==> config.mk <==
export PLATFORM = sky130hd
export DESIGN_NAME = apb_rr_arbiter_flat
export DESIGN_NICKNAME = d
export VERILOG_FILES = /design/src/rtl/apb_rr_arbiter_pkg.sv /design/src/rtl/apb_rr_arbiter_if.sv /design/src/rtl/apb_rr_arbiter_picker.sv /design/src/rtl/apb_rr_arbiter.sv /design/src/flat_wrapper.sv
export SDC_FILE = /design/constraint.sdc
export NUM_CORES = 1
export LEC_CHECK = 0
export ABC_AREA = 0
export CORE_MARGIN = 4
export CORE_UTILIZATION = 39
export DETAILED_ROUTE_END_ITERATION = 16
export PLACE_DENSITY = 0.89
export SLEW_MARGIN = 40
export SYNTH_ARGS = -nofsm -noshare
export SYNTH_HDL_FRONTEND = slang
export SYNTH_SLANG_ARGS = --single-unit
==> constraint.sdc <==
create_clock -name clk_i -period 3.7 [get_ports clk_i]
set_clock_uncertainty 0.1 [all_clocks]
set_input_delay 0.925 -clock clk_i [delete_from_list [all_inputs] [get_ports clk_i]]
set_output_delay 0.925 -clock clk_i [all_outputs]
set_load 0.01 [all_outputs]
==> src/rtl/apb_rr_arbiter_pkg.sv <==
// Shared types and sizing helpers for the APB round-robin arbiter.
package apb_arb_pkg;

  typedef enum logic [1:0] {IDLE, SETUP, ACCESS} arb_state_e;

  localparam int APB_DATA_WIDTH = 32;

  // Width of the wait-state counter; at least one bit even when the timeout is disabled.
  function automatic int cnt_w(input int timeout);
    return (timeout < 1) ? 1 : $clog2(timeout + 1);
  endfunction

  function automatic int idx_w(input int n);
    return (n < 2) ? 1 : $clog2(n);
  endfunction

endpackage

==> src/rtl/apb_rr_arbiter_if.sv <==
// Requester-side and completer-side APB signals of the shared bus.
interface apb_rr_arbiter_if
  import apb_arb_pkg::*;
#(
  parameter int NUM_REQ = 2,
  parameter int AW      = 32
);
  logic [NUM_REQ-1:0]                req_psel_i;
  logic [NUM_REQ-1:0]                req_pwrite_i;
  logic [NUM_REQ*AW-1:0]             req_paddr_i;
  logic [NUM_REQ*APB_DATA_WIDTH-1:0] req_pwdata_i;
  logic [APB_DATA_WIDTH-1:0]         req_prdata_o;
  logic [NUM_REQ-1:0]                req_pready_o;
  logic [NUM_REQ-1:0]                req_pslverr_o;
  logic                              PSEL;
  logic                              PENABLE;
  logic                              PWRITE;
  logic [AW-1:0]                     PADDR;
  logic [APB_DATA_WIDTH-1:0]         PWDATA;
  logic [APB_DATA_WIDTH-1:0]         PRDATA;
  logic                              PREADY;
  logic                              PSLVERR;

  modport slave (
    input  req_psel_i, req_pwrite_i, req_paddr_i, req_pwdata_i, PRDATA, PREADY, PSLVERR,
    output req_prdata_o, req_pready_o, req_pslverr_o, PSEL, PENABLE, PWRITE, PADDR, PWDATA
  );

  modport master (
    output req_psel_i, req_pwrite_i, req_paddr_i, req_pwdata_i, PRDATA, PREADY, PSLVERR,
    input  req_prdata_o, req_pready_o, req_pslverr_o, PSEL, PENABLE, PWRITE, PADDR, PWDATA
  );
endinterface

==> src/rtl/apb_rr_arbiter_picker.sv <==
// Rotating-priority encoder: first set request after the last winner, wrapping mod N.
module apb_rr_picker
  import apb_arb_pkg::*;
#(
  parameter int N = 2
) (
  input  logic [N-1:0]          i_req,
  input  logic [idx_w(N)-1:0]   i_last,
  output logic                  o_vld,
  output logic [idx_w(N)-1:0]   o_idx
);
  localparam int IW = idx_w(N);

  logic [IW-1:0] w_cand;

  // Walk from the farthest offset down so the nearest requester after i_last wins.
  always_comb begin
    o_vld  = |i_req;
    o_idx  = '0;
    w_cand = '0;
    for (int off = N; off >= 1; off--) begin
      w_cand = IW'((int'(i_last) + off) % N);
      if (i_req[w_cand]) o_idx = w_cand;
    end
  end
endmodule

==> src/rtl/apb_rr_arbiter.sv <==
// Round-robin arbiter sharing one APB completer among NUM_REQ requesters, with wait-state timeout.
module apb_rr_arbiter
  import apb_arb_pkg::*;
#(
  parameter int NUM_REQ        = 2,
  parameter int APB_ADDR_WIDTH = 32,
  parameter int TIMEOUT_CYCLES = 256
) (
  input  logic                      clk_i,
  input  logic                      rst_ni,
  apb_rr_arbiter_if.slave           bus,
  output logic [idx_w(NUM_REQ)-1:0] grant_o,
  output logic                      timeout_o
);
  localparam int IW = idx_w(NUM_REQ);
  localparam int AW = APB_ADDR_WIDTH;
  localparam int DW = APB_DATA_WIDTH;
  localparam int CW = cnt_w(TIMEOUT_CYCLES);
  localparam logic [CW-1:0] CNT_MAX  = {CW{1'b1}};
  localparam logic [CW-1:0] CNT_LAST = CW'((TIMEOUT_CYCLES > 0) ? TIMEOUT_CYCLES - 1 : 0);

  arb_state_e         r_state;
  logic [IW-1:0]      r_grant, r_last, w_idx;
  logic               w_vld;
  logic [CW-1:0]      r_cnt;
  logic               r_psel, r_penable, r_pwrite;
  logic [AW-1:0]      r_paddr;
  logic [DW-1:0]      r_pwdata;
  logic               w_to_hit, w_done;
  logic [NUM_REQ-1:0] w_pready, w_pslverr;

  apb_rr_picker #(.N(NUM_REQ)) u_picker (
    .i_req  (bus.req_psel_i),
    .i_last (r_last),
    .o_vld  (w_vld),
    .o_idx  (w_idx)
  );

  assign w_to_hit = (TIMEOUT_CYCLES != 0) && (r_cnt == CNT_LAST) && !bus.PREADY;
  assign w_done   = bus.PREADY | w_to_hit;

  always_ff @(posedge clk_i or negedge rst_ni) begin
    if (!rst_ni) begin
      r_state   <= IDLE;
      r_grant   <= '0;
      r_last    <= IW'(NUM_REQ - 1);
      r_cnt     <= '0;
      r_psel    <= 1'b0;
      r_penable <= 1'b0;
      r_pwrite  <= 1'b0;
      r_paddr   <= '0;
      r_pwdata  <= '0;
    end else begin
      case (r_state)
        IDLE: if (w_vld) begin
          r_grant  <= w_idx;
          r_last   <= w_idx;
          r_pwrite <= bus.req_pwrite_i[w_idx];
          r_paddr  <= bus.req_paddr_i[int'(w_idx)*AW +: AW];
          r_pwdata <= bus.req_pwdata_i[int'(w_idx)*DW +: DW];
          r_psel   <= 1'b1;
          r_state  <= SETUP;
        end
        SETUP: begin
          r_penable <= 1'b1;
          r_cnt     <= '0;
          r_state   <= ACCESS;
        end
        ACCESS: begin
          // Saturate so a disabled or long timeout can never wrap back into the compare.
          if (!bus.PREADY && r_cnt != CNT_MAX) r_cnt <= r_cnt + 1'b1;
          if (w_done) begin
            r_psel    <= 1'b0;
            r_penable <= 1'b0;
            r_state   <= IDLE;
          end
        end
        default: begin
          r_psel    <= 1'b0;
          r_penable <= 1'b0;
          r_state   <= IDLE;
        end
      endcase
    end
  end

  always_comb begin
    w_pready  = '0;
    w_pslverr = '0;
    if (r_state == ACCESS && w_done) begin
      w_pready[r_grant]  = 1'b1;
      w_pslverr[r_grant] = w_to_hit | bus.PSLVERR;
    end
  end

  assign timeout_o         = (r_state == ACCESS) && w_to_hit;
  assign grant_o           = r_grant;
  assign bus.req_pready_o  = w_pready;
  assign bus.req_pslverr_o = w_pslverr;
  assign bus.req_prdata_o  = bus.PRDATA;
  assign bus.PSEL          = r_psel;
  assign bus.PENABLE       = r_penable;
  assign bus.PWRITE        = r_pwrite;
  assign bus.PADDR         = r_paddr;
  assign bus.PWDATA        = r_pwdata;
endmodule

==> src/flat_wrapper.sv <==
// flat-port wrapper written by rule: the top's interface ports become plain ports
module apb_rr_arbiter_flat import apb_arb_pkg::*;
#(
  parameter int NUM_REQ        = 2,
  parameter int APB_ADDR_WIDTH = 32,
  parameter int TIMEOUT_CYCLES = 256
)
  (clk_i, rst_ni, grant_o, timeout_o, bus_req_psel_i, bus_req_pwrite_i, bus_req_paddr_i, bus_req_pwdata_i, bus_PRDATA, bus_PREADY, bus_PSLVERR, bus_req_prdata_o, bus_req_pready_o, bus_req_pslverr_o, bus_PSEL, bus_PENABLE, bus_PWRITE, bus_PADDR, bus_PWDATA);
  apb_rr_arbiter_if #(.NUM_REQ(NUM_REQ), .AW((32))) bus_i ();
  input  logic clk_i;
  input  logic rst_ni;
  output logic [idx_w(NUM_REQ)-1:0] grant_o;
  output logic timeout_o;
  input wire logic [$bits(bus_i.req_psel_i)-1:0] bus_req_psel_i;
  input wire logic [$bits(bus_i.req_pwrite_i)-1:0] bus_req_pwrite_i;
  input wire logic [$bits(bus_i.req_paddr_i)-1:0] bus_req_paddr_i;
  input wire logic [$bits(bus_i.req_pwdata_i)-1:0] bus_req_pwdata_i;
  input wire logic [$bits(bus_i.PRDATA)-1:0] bus_PRDATA;
  input wire logic [$bits(bus_i.PREADY)-1:0] bus_PREADY;
  input wire logic [$bits(bus_i.PSLVERR)-1:0] bus_PSLVERR;
  output wire logic [$bits(bus_i.req_prdata_o)-1:0] bus_req_prdata_o;
  output wire logic [$bits(bus_i.req_pready_o)-1:0] bus_req_pready_o;
  output wire logic [$bits(bus_i.req_pslverr_o)-1:0] bus_req_pslverr_o;
  output wire logic [$bits(bus_i.PSEL)-1:0] bus_PSEL;
  output wire logic [$bits(bus_i.PENABLE)-1:0] bus_PENABLE;
  output wire logic [$bits(bus_i.PWRITE)-1:0] bus_PWRITE;
  output wire logic [$bits(bus_i.PADDR)-1:0] bus_PADDR;
  output wire logic [$bits(bus_i.PWDATA)-1:0] bus_PWDATA;
  assign bus_i.req_psel_i = bus_req_psel_i;
  assign bus_i.req_pwrite_i = bus_req_pwrite_i;
  assign bus_i.req_paddr_i = bus_req_paddr_i;
  assign bus_i.req_pwdata_i = bus_req_pwdata_i;
  assign bus_i.PRDATA = bus_PRDATA;
  assign bus_i.PREADY = bus_PREADY;
  assign bus_i.PSLVERR = bus_PSLVERR;
  assign bus_req_prdata_o = bus_i.req_prdata_o;
  assign bus_req_pready_o = bus_i.req_pready_o;
  assign bus_req_pslverr_o = bus_i.req_pslverr_o;
  assign bus_PSEL = bus_i.PSEL;
  assign bus_PENABLE = bus_i.PENABLE;
  assign bus_PWRITE = bus_i.PWRITE;
  assign bus_PADDR = bus_i.PADDR;
  assign bus_PWDATA = bus_i.PWDATA;
  apb_rr_arbiter #(.NUM_REQ(NUM_REQ), .APB_ADDR_WIDTH(APB_ADDR_WIDTH), .TIMEOUT_CYCLES(TIMEOUT_CYCLES)) u_core (.clk_i(clk_i), .rst_ni(rst_ni), .bus(bus_i), .grant_o(grant_o), .timeout_o(timeout_o));
endmodule
# Word level (Yosys, flattened, before mapping)
# Cells that the tools add are included.
# op_classes
eq_ne,7
n_shift,2
n_lt_le_gt_ge,5
n_reduce_logical,14
bitwise_logic,5
addsub,3
mux,21
# ops
cell,count
variable part select 64 x 7 -> 32 bit,2
one-hot mux 9 bit (2 select lines),1
two-way mux 1 bit,11
adder 9 x 1 -> 9 bit (second input constant),1
equality test 9 x 8 -> 1 bit (second input constant),1
two-way mux 9 bit,1
!= test 9 bit (second input constant),1
< comparator 1 x 2 -> 1 bit (second input constant),4
two-way mux 2 bit,4
AND reduction 2 bit,4
one-hot mux 1 bit (3 select lines),2
one-hot mux 2 bit (3 select lines),1
logical AND 1 bit,5
!= test 2 x 1 -> 1 bit (second input constant),2
AND reduction 3 bit,1
adder 1 bit (second input constant),2
AND 2 bit,1
equality test 2 x 1 -> 1 bit (second input constant),1
equality test 2 bit (second input constant),1
logical NOT 2 bit,1
!= test 2 bit (second input constant),1
NOT 1 bit,2
bitwise OR 1 bit,2
nonzero test 2 bit,1
other kinds (4),4
# word_totals
out_inout_bits,105
wordCells,66
regBits,80
in_bits,168

# Longest topological paths before layout
# Gate-level depths: netlist of run 1.
# depth
ltp_word,7
mapped_depth,9

# Hierarchy
# From an unflattened synthesis of run 1, not the netlist that was laid out.
# unflattened
hier_cells,393
hier_area_um2,3986.3
# by_module_without_submodules
mod,cells_per_inst,instances,area_per_inst_um2
apb_rr_arbiter,391,1,3972.6
apb_rr_picker,2,1,13.8

# Worst setup path after synthesis of run 1
# Ideal clock, no wire load.
# synth_timing
path_type,flip-flop to output port
startpoint,reg u_core.r_cnt[0]
endpoint,out bus_req_pslverr_o[0]
arrival_ps,1560
slack_ps,1115
stages_incl_launch_ff,7
cell_sequence,dfrtp_1 ha_1 nand3_1 nor3_1 ha_1 mux2i_1 nor3b_1
# synth_between
elab_chain_len,5
elab_cells_between_ends,7
cone_classes,1 x eq/ne; 1 x mux; 3 x bitwise; 2 x reduce/logical
# synth_rtl
item,line,rtl
from (decl),apb_rr_arbiter.sv:25,logic [CW-1:0] r_cnt;
from (signal assigned),apb_rr_arbiter.sv:71,if (!bus.PREADY && r_cnt != CNT_MAX) r_cnt <= r_cnt + 1'b1;
equality test 9 x 8 -> 1 bit *,apb_rr_arbiter.sv:39,assign w_to_hit = (TIMEOUT_CYCLES != 0) && (r_cnt == CNT_LAST) && !bus.PREADY;
logical AND 1 bit *,apb_rr_arbiter.sv:39,
"bitwise OR 1 bit, on equally long branches","apb_rr_arbiter.sv:92, apb_rr_arbiter.sv:40",
AND 2 bit (no source line) or logical AND 1 bit (tied branches),-,
two-way mux 2 bit *,apb_rr_arbiter.sv:90,if (r_state == ACCESS && w_done) begin
to (decl),flat_wrapper.sv:23,output wire logic [$bits(bus_i.req_pslverr_o)-1:0] bus_req_pslverr_o;
# Mark *: on every way between the ends. The rest lies on a longest branch, timed or not.

# Final worst setup path of run 1
# Ends and elaborated chain as after synthesis.

==> key figures, run 1 <==
Run status
  • Status: finished clean

Layout
  • Final net count: 663
  • Ant. Diodes: 0
  • Share of cells above drive strength 1: 31.5%
  • Cell area after layout: 0.00640 sq mm
  • Post-Layout Cell Count: 632
  • Layout area overhead: 52.9%

GRT
  • Largest net degree at the start of global routing: 81
  • Initial antenna violation count: 0
  • Global-route wire length before repair: 17.3 mm
  • Grt ovf: 0
  • Vias in the first global route: 3518
  • GRT Overall Usage: 17.3%

STA
  • Endpoints failing hold: 0
  • Max-slew violation count: 0
  • Setup TNS: 0 ns
  • RSZ-0062 raised after global routing: false
  • # setup viols final: 0
  • Final Cycle Share: 96.3%
  • Tmin final: 3.56 ns
  • Worst-margin pin slew: 0.716 ns
  • Max Clk Rate: 281 MHz
  • Relative slew slack: 51.6%

Setup path
  • Worst r2r src: u_core.r_cnt[0]
  • Crit start category: flop
  • WP data required: 2.67 ns
  • Critical path class: flop to primary output
  • Flop2flop setup slack: 1.03 ns
  • Crit path max fanout: 5
  • Worst r2r path cells: 7
  • Worst setup EP type: primary output
  • Max incr delay on CP: 0.58 ns
  • Worst path buffer plus inverter count: 1
  • CP arrival: 2.54 ns
  • CP Cell Sequence: ha_1 > nand3_1 > nor3_2 > ha_2 > mux2i_1 > nor3b_1 > clkdlybuf4s50_1
  • CP top delay family: simple AND/OR/NAND/NOR gates
  • Worst R2R End: u_core.r_cnt[6]
  • Worst path slowest cell: clkdlybuf4s50_1

Pwr
  • IR drop worst, VDD: 0.000371 V
  • Total power: 4.49 mW
  • Pleak: 2.56 nW
  • Power Density: 700 mW/mm^2

Synthesis
  • Sequential share of the synthesized area: 47.8%
  • Avg Cell Area, Syn: 13.2 sq um
  • Synth cell types: 33
  • Seq cells post-synth: 80
  • Synth Net Count: 489
  • Mapped Cells: 318
  • Synthesis warning total: 0
  • Mapped cell area: 0.00419 sq mm

Die
  • Die ar.: 0.0125 sq mm
  • Initial cell density of the core: 40.2%
  • IO Count: 273
  • Std-Cell Rows: 37
  • Die Y: 112 um
  • Total core area: 0.0104 sq mm
  • Die extent in x: 112 um

Clock tree
  • CTS sink count: 80
  • Clock transition at path regs: 0.08 ns
  • Hold buffers post-CTS: 0
  • Num CTS Buffers: 9
  • TritonCTS clock tree: built
  • Clk Latency, worst-skew pair: 0.34 ns
  • Deepest clock path buffer count: 2
  • H-tree Lvls: 3
  • CTS root buffer: clkbuf_8

Drt
  • Initial DRC Count: 63
  • Post-DRT Antenna Nets: 0
  • Drt pass-1 iters: 4
  • Drt total wl: 11.1 mm
  • Routed len/inst: 17.6 um
  • Number of vias per cell: 5.01
  • DR DRC count: 0
  • Via Count: 3169

Placement
  • Placed inst area: 0.00616 sq mm
  • DPL Wire Length: 8.55 mm
  • Dpl cells: 617
  • Port Buf Inserts: 208
  • Routability cong.: 0.817

Job
  • Max-Cap Viols: 0

Worst hold path
  • Hold Path Sink: u_core.r_cnt[7]
  • WHS Path Cells: 1
  • Min-delay src: u_core.r_cnt[7]
  • Hold/Removal Path Class: flop to flop
layout by cell type, fill, tap and decap left out, types with 2 or more instances in the layout:
master	instances
clkbuf_8	13
nor2_1	4
mux2i_1	2
o21ai_0	4
inv_1	3
clkdlybuf4s50_1	207
nor3b_1	2
a21oi_1	2
nand3_1	6
mux2_2	132
dfrtp_1	79
buf_4	2
ha_1	2
o311ai_0	3
nand2_1	8
o41ai_1	3
bufinv_16	2
sequential cells by signal, indices dropped and copies added (netlist names):
signal	flops
u_core.bus.PWDATA	32
u_core.r_cnt	9
u_core.bus.PENABLE	1
u_core.r_state	2
u_core.grant_o	1
u_core.r_last	1
u_core.bus.PWRITE	1
u_core.bus.PSEL	1
u_core.bus.PADDR	32
worst register-to-register path: cells and delay by family (launching register included):
kind	cells	cell delay, ns
simple gates	3	0.96
fa+ha+maj	2	0.44
flops	1	0.43
compound gates	2	0.60
synthesized netlist by cell type (all sizes together):
| cell type | number | share of area (%) |
|---|---|---|
| mux2 | 132 | 35 |
| o311ai | 3 | 0.63 |
| or4b | 1 | 0.24 |
| o41ai | 3 | 0.63 |
| a31oi | 1 | 0.15 |
| nand2 | 8 | 0.72 |
| nor2 | 4 | 0.36 |
| a21o | 1 | 0.18 |
| nand3 | 6 | 0.72 |
| mux2i | 2 | 0.48 |
| dfrtp | 79 | 47 |
| and2b | 1 | 0.18 |
| o21a | 1 | 0.18 |
| a22o | 1 | 0.21 |
| dfstp | 1 | 0.63 |
| or3 | 1 | 0.15 |
| inv | 4 | 0.36 |
| and3b | 1 | 0.21 |
| nand4 | 1 | 0.15 |
| a21oi | 2 | 0.24 |
| ha | 3 | 0.90 |
| nand3b | 1 | 0.18 |
| nor3b | 2 | 0.36 |
| nor4b | 1 | 0.21 |
| buf | 48 | 7.9 |
| a21boi | 1 | 0.18 |
| or2b | 1 | 0.18 |
| nor3 | 2 | 0.24 |
| o21ai | 4 | 0.48 |
| o31ai | 1 | 0.18 |
| nor2b | 1 | 0.15 |
layer usage:
metal | vias to the layer above | share of wire [%] | GRT usage, %
li1 | 1458 | - | -
met1 | 1525 | 33 | 16.8
met2 | 152 | 54 | 31.9
met3 | 34 | 9.7 | 6.85
met4 | 0 | 3.0 | 8.03
met5 | - | 0 | 0
how the worst max path moves through the flow:
| stage | startpoint | endpoint | slack, ns | depth (start not counted) |
|---|---|---|---|---|
| 2_1_floorplan | u_core.r_cnt[0] | bus_req_pslverr_o[0] | 1.12 | 6 |
| 3_3_place_gp | bus_PREADY | bus_req_pslverr_o[0] | 0.33 | 4 |
| 3_5_place_dp | bus_PREADY | bus_req_pslverr_o[0] | 0.27 | 4 |
| 4_1_cts | u_core.r_cnt[0] | bus_req_pslverr_o[0] | 0.02 | 7 |
| 5_1_grt | u_core.r_cnt[0] | bus_req_pready_o[0] | 0.0002 | 7 |
| 6_report | u_core.r_cnt[0] | bus_req_pslverr_o[0] | 0.14 | 7 |
stage by stage:
stage	setup WS (ns)	util [%]	hold slack, ns
2_1_floorplan	1.12	-	0.348
6_report	0.138	61.5	0.395
5_1_grt	0.000217	61.5	0.415
4_1_cts	0.0214	61.4	0.392
3_3_place_gp	0.332	59.1	0.364
3_5_place_dp	0.272	59.1	0.378
report_power, final:
part | switching [mW] | internal [mW]
clock network | 0.305 | 0.451
logic | 0.832 | 1.37
registers | 0.236 | 1.29
logic make-up (layout without fill, tap and decap cells):
logic type,after synthesis,after routing,synth area share (%)
multiplexers,134,134,36.0
buffers and inverters,52,230,8.27
adder cells (fa/ha/maj),3,3,0.896
AND/OR/NAND/NOR,31,31,4.03
flip-flops,80,80,47.8
AO/OA/AOI/OAI,18,18,3.05
cell type report:
class                   instances  area, sq um
repair buffers                211         2120
well taps                     136          170
inverters                       4         15.0
flip-flops and latches         80         2000
fillers                       819         4010
clock inverters                 2         60.1
clock buffers                  13          179
multi-input cells             186         1860
repair_timing:
| item | in CTS | in global routing |
|---|---|---|
| resized for setup | 0 | 2 |
| setup buffers | 0 | 0 |
| endpoints found under the setup margin | 0 | 4 |
Note: power is estimated with default switching activity, not from simulation.
==> run 2: changes to the inputs <==
CORE_UTILIZATION = 37   (was 39)
PLACE_DENSITY = 0.85   (was 0.89)
clock period = 3.9 ns   (was 3.7 ns; I/O delays follow)
==> run 2 against run 1 <==
Against the previous run: sequential power decreased by 5%; clock power increased by 2%; global-route usage increased by 0.35 points; non-clock buffer count unchanged; register-to-register slack improved by 0.20 ns; design area increased by 0.41%; sequential share of layout area decreased by 0.13 points; clock-buffer cell count increased by 2; largest cell class unchanged.
==> key figures, run 2 (synthesis gave the netlist of run 1 again) <==
Drt
  • Number of vias per cell: 4.96
  • Post-DRT Antenna Nets: 0
  • DR DRC count: 0
  • Via Count: 3155
  • Initial DRC Count: 111
  • Drt total wl: 11.3 mm
  • Routed len/inst: 17.8 um
  • Drt pass-1 iters: 4

Clock tree
  • CTS root buffer: clkbuf_16
  • Clk Latency, worst-skew pair: 0.33 ns
  • Clock transition at path regs: 0.06 ns
  • Hold buffers post-CTS: 0
  • Num CTS Buffers: 9
  • H-tree Lvls: 3
  • Number of setup buffers added after CTS: 0
  • TritonCTS clock tree: built
  • # resized after CTS: 0
  • CTS sink count: 80
  • Deepest clock path buffer count: 2

GRT
  • Vias in the first global route: 3630
  • Global-route wire length before repair: 18.0 mm
  • Initial antenna violation count: 0
  • Largest net degree at the start of global routing: 81
  • GRT Overall Usage: 17.6%
  • Grt ovf: 0

Setup path
  • CP arrival: 2.55 ns
  • Flop2flop setup slack: 1.23 ns
  • Worst setup EP type: primary output
  • Crit path max fanout: 5
  • Worst r2r src: u_core.r_cnt[0]
  • Worst r2r path cells: 7
  • Worst R2R End: u_core.r_cnt[5]
  • WP data required: 2.82 ns
  • Crit start category: flop
  • Worst Setup SP: u_core.r_cnt[0]
  • Critical path class: flop to primary output
  • Crit path to: bus_req_pslverr_o[0]

Die
  • Die extent in x: 114 um
  • IO Count: 273
  • Std-Cell Rows: 38
  • Die Y: 114 um
  • Total core area: 0.0110 sq mm
  • Initial cell density of the core: 38.2%
  • Die ar.: 0.0131 sq mm

Pwr
  • Pleak: 2.56 nW
  • IR drop worst, VDD: 0.000361 V
  • Power Density: 670 mW/mm^2

Layout
  • Layout area overhead: 53.5%
  • Share of cells above drive strength 1: 30.2%
  • Commonest non-fill, non-tap cell in the layout: clkdlybuf4s50_1
  • Post-Layout Cell Count: 636
  • Cell area after layout: 0.00643 sq mm
  • Final design utilization: 58.6%
  • Ant. Diodes: 0
  • Fill cells: 927
  • Final net count: 663
  • Most frequent cells in the layout: clkdlybuf4s50_1 (207), mux2_2 (132), dfrtp_1 (79), clkbuf_16 (9), nand2_1 (8)

STA
  • Max-slew violation count: 0
  • Relative slew slack: 51.0%
  • RSZ-0062 raised after global routing: false
  • Hold slack final: 0.378 ns
  • # setup viols final: 0
  • Tmin final: 3.62 ns
  • Worst-margin pin slew: 0.724 ns
  • Max Clk Rate: 276 MHz
  • Final Cycle Share: 92.8%
  • Endpoints failing hold: 0
  • Setup TNS: 0 ns

Placement
  • Dpl cells: 621
  • Port Buf Inserts: 208
  • DPL Wire Length: 8.64 mm
  • Placed inst area: 0.00616 sq mm
  • Routability cong.: 0.752

Run status
  • Status: finished clean

Job
  • Max-Cap Viols: 0

Worst hold path
  • Hold/Removal Path Class: flop to flop
-- run 2: cell count changes in the layout (fill, tap and decap cells not counted) --
cell and delta:
ha_1 +1, bufinv_16 -2, clkbuf_16 +9, nor3_1 +1, ha_2 -1, clkbuf_8 -11
nor3_2 -1, clkbuf_1 +4
-- run 2: cell type report --
type	instances	area [sq um]	area share [%]
multi-input cells	186	1850	28.8
clock buffers	15	268	4.16
flip-flops and latches	80	2000	31.1
inverters	4	15.0	0.233
repair buffers	211	2120	32.9
well taps	140	175	2.72
-- run 2: worst min-delay path by stage --
stage	from	cells past startpoint	end	slack, ns
2_1_floorplan	u_core.r_cnt[6]	1	u_core.r_cnt[6]	0.35
3_3_place_gp	u_core.bus.PENABLE	1	u_core.bus.PENABLE	0.36
3_5_place_dp	u_core.bus.PSEL	2	u_core.bus.PSEL	0.37
4_1_cts	u_core.bus.PSEL	2	u_core.bus.PSEL	0.38
5_1_grt	u_core.bus.PSEL	2	u_core.bus.PSEL	0.39
6_report	u_core.bus.PSEL	2	u_core.bus.PSEL	0.38
-- run 2: metrics by stage --
stage | setup WS [ns] | total power [mW]
after floorplan | 1.27 | 2.50
after global placement | 0.415 | 3.50
after detailed placement | 0.377 | 3.58
after CTS | 0.252 | 4.37
after global routing | 0.0716 | 4.58
final | 0.280 | 4.31
-- run 2: power by group --
part	switching (mW)	total (mW)	internal, mW
sequential	0.229	1.46	1.23
combinational	0.777	2.08	1.30
clock	0.309	0.773	0.464
-- run 2: worst max-delay path: stages (launching register included) --
cell,delay [ns]
dfrtp_1,0.41
ha_1,0.21
nand3_1,0.15
nor3_1,0.31
ha_1,0.27
mux2i_1,0.11
nor3b_1,0.18
clkdlybuf4s50_1,0.57
-- run 2: per-layer routing --
| layer | vias up | wire length (um) | GRT usage (%) |
|---|---|---|---|
| met5 | - | 0 | 0 |
| met4 | 0 | 305 | 7.84 |
| met3 | 32 | 1180 | 7.29 |
| met2 | 160 | 6060 | 32.8 |
| met1 | 1502 | 3760 | 16.8 |
| li1 | 1461 | - | - |
==> run 3: changes to the inputs <==
ABC_CLOCK_PERIOD_IN_PS = 3900   (was default)
==> results of run 3 <==
No change in the layout: final DEF, timing and power equal those of run 2.
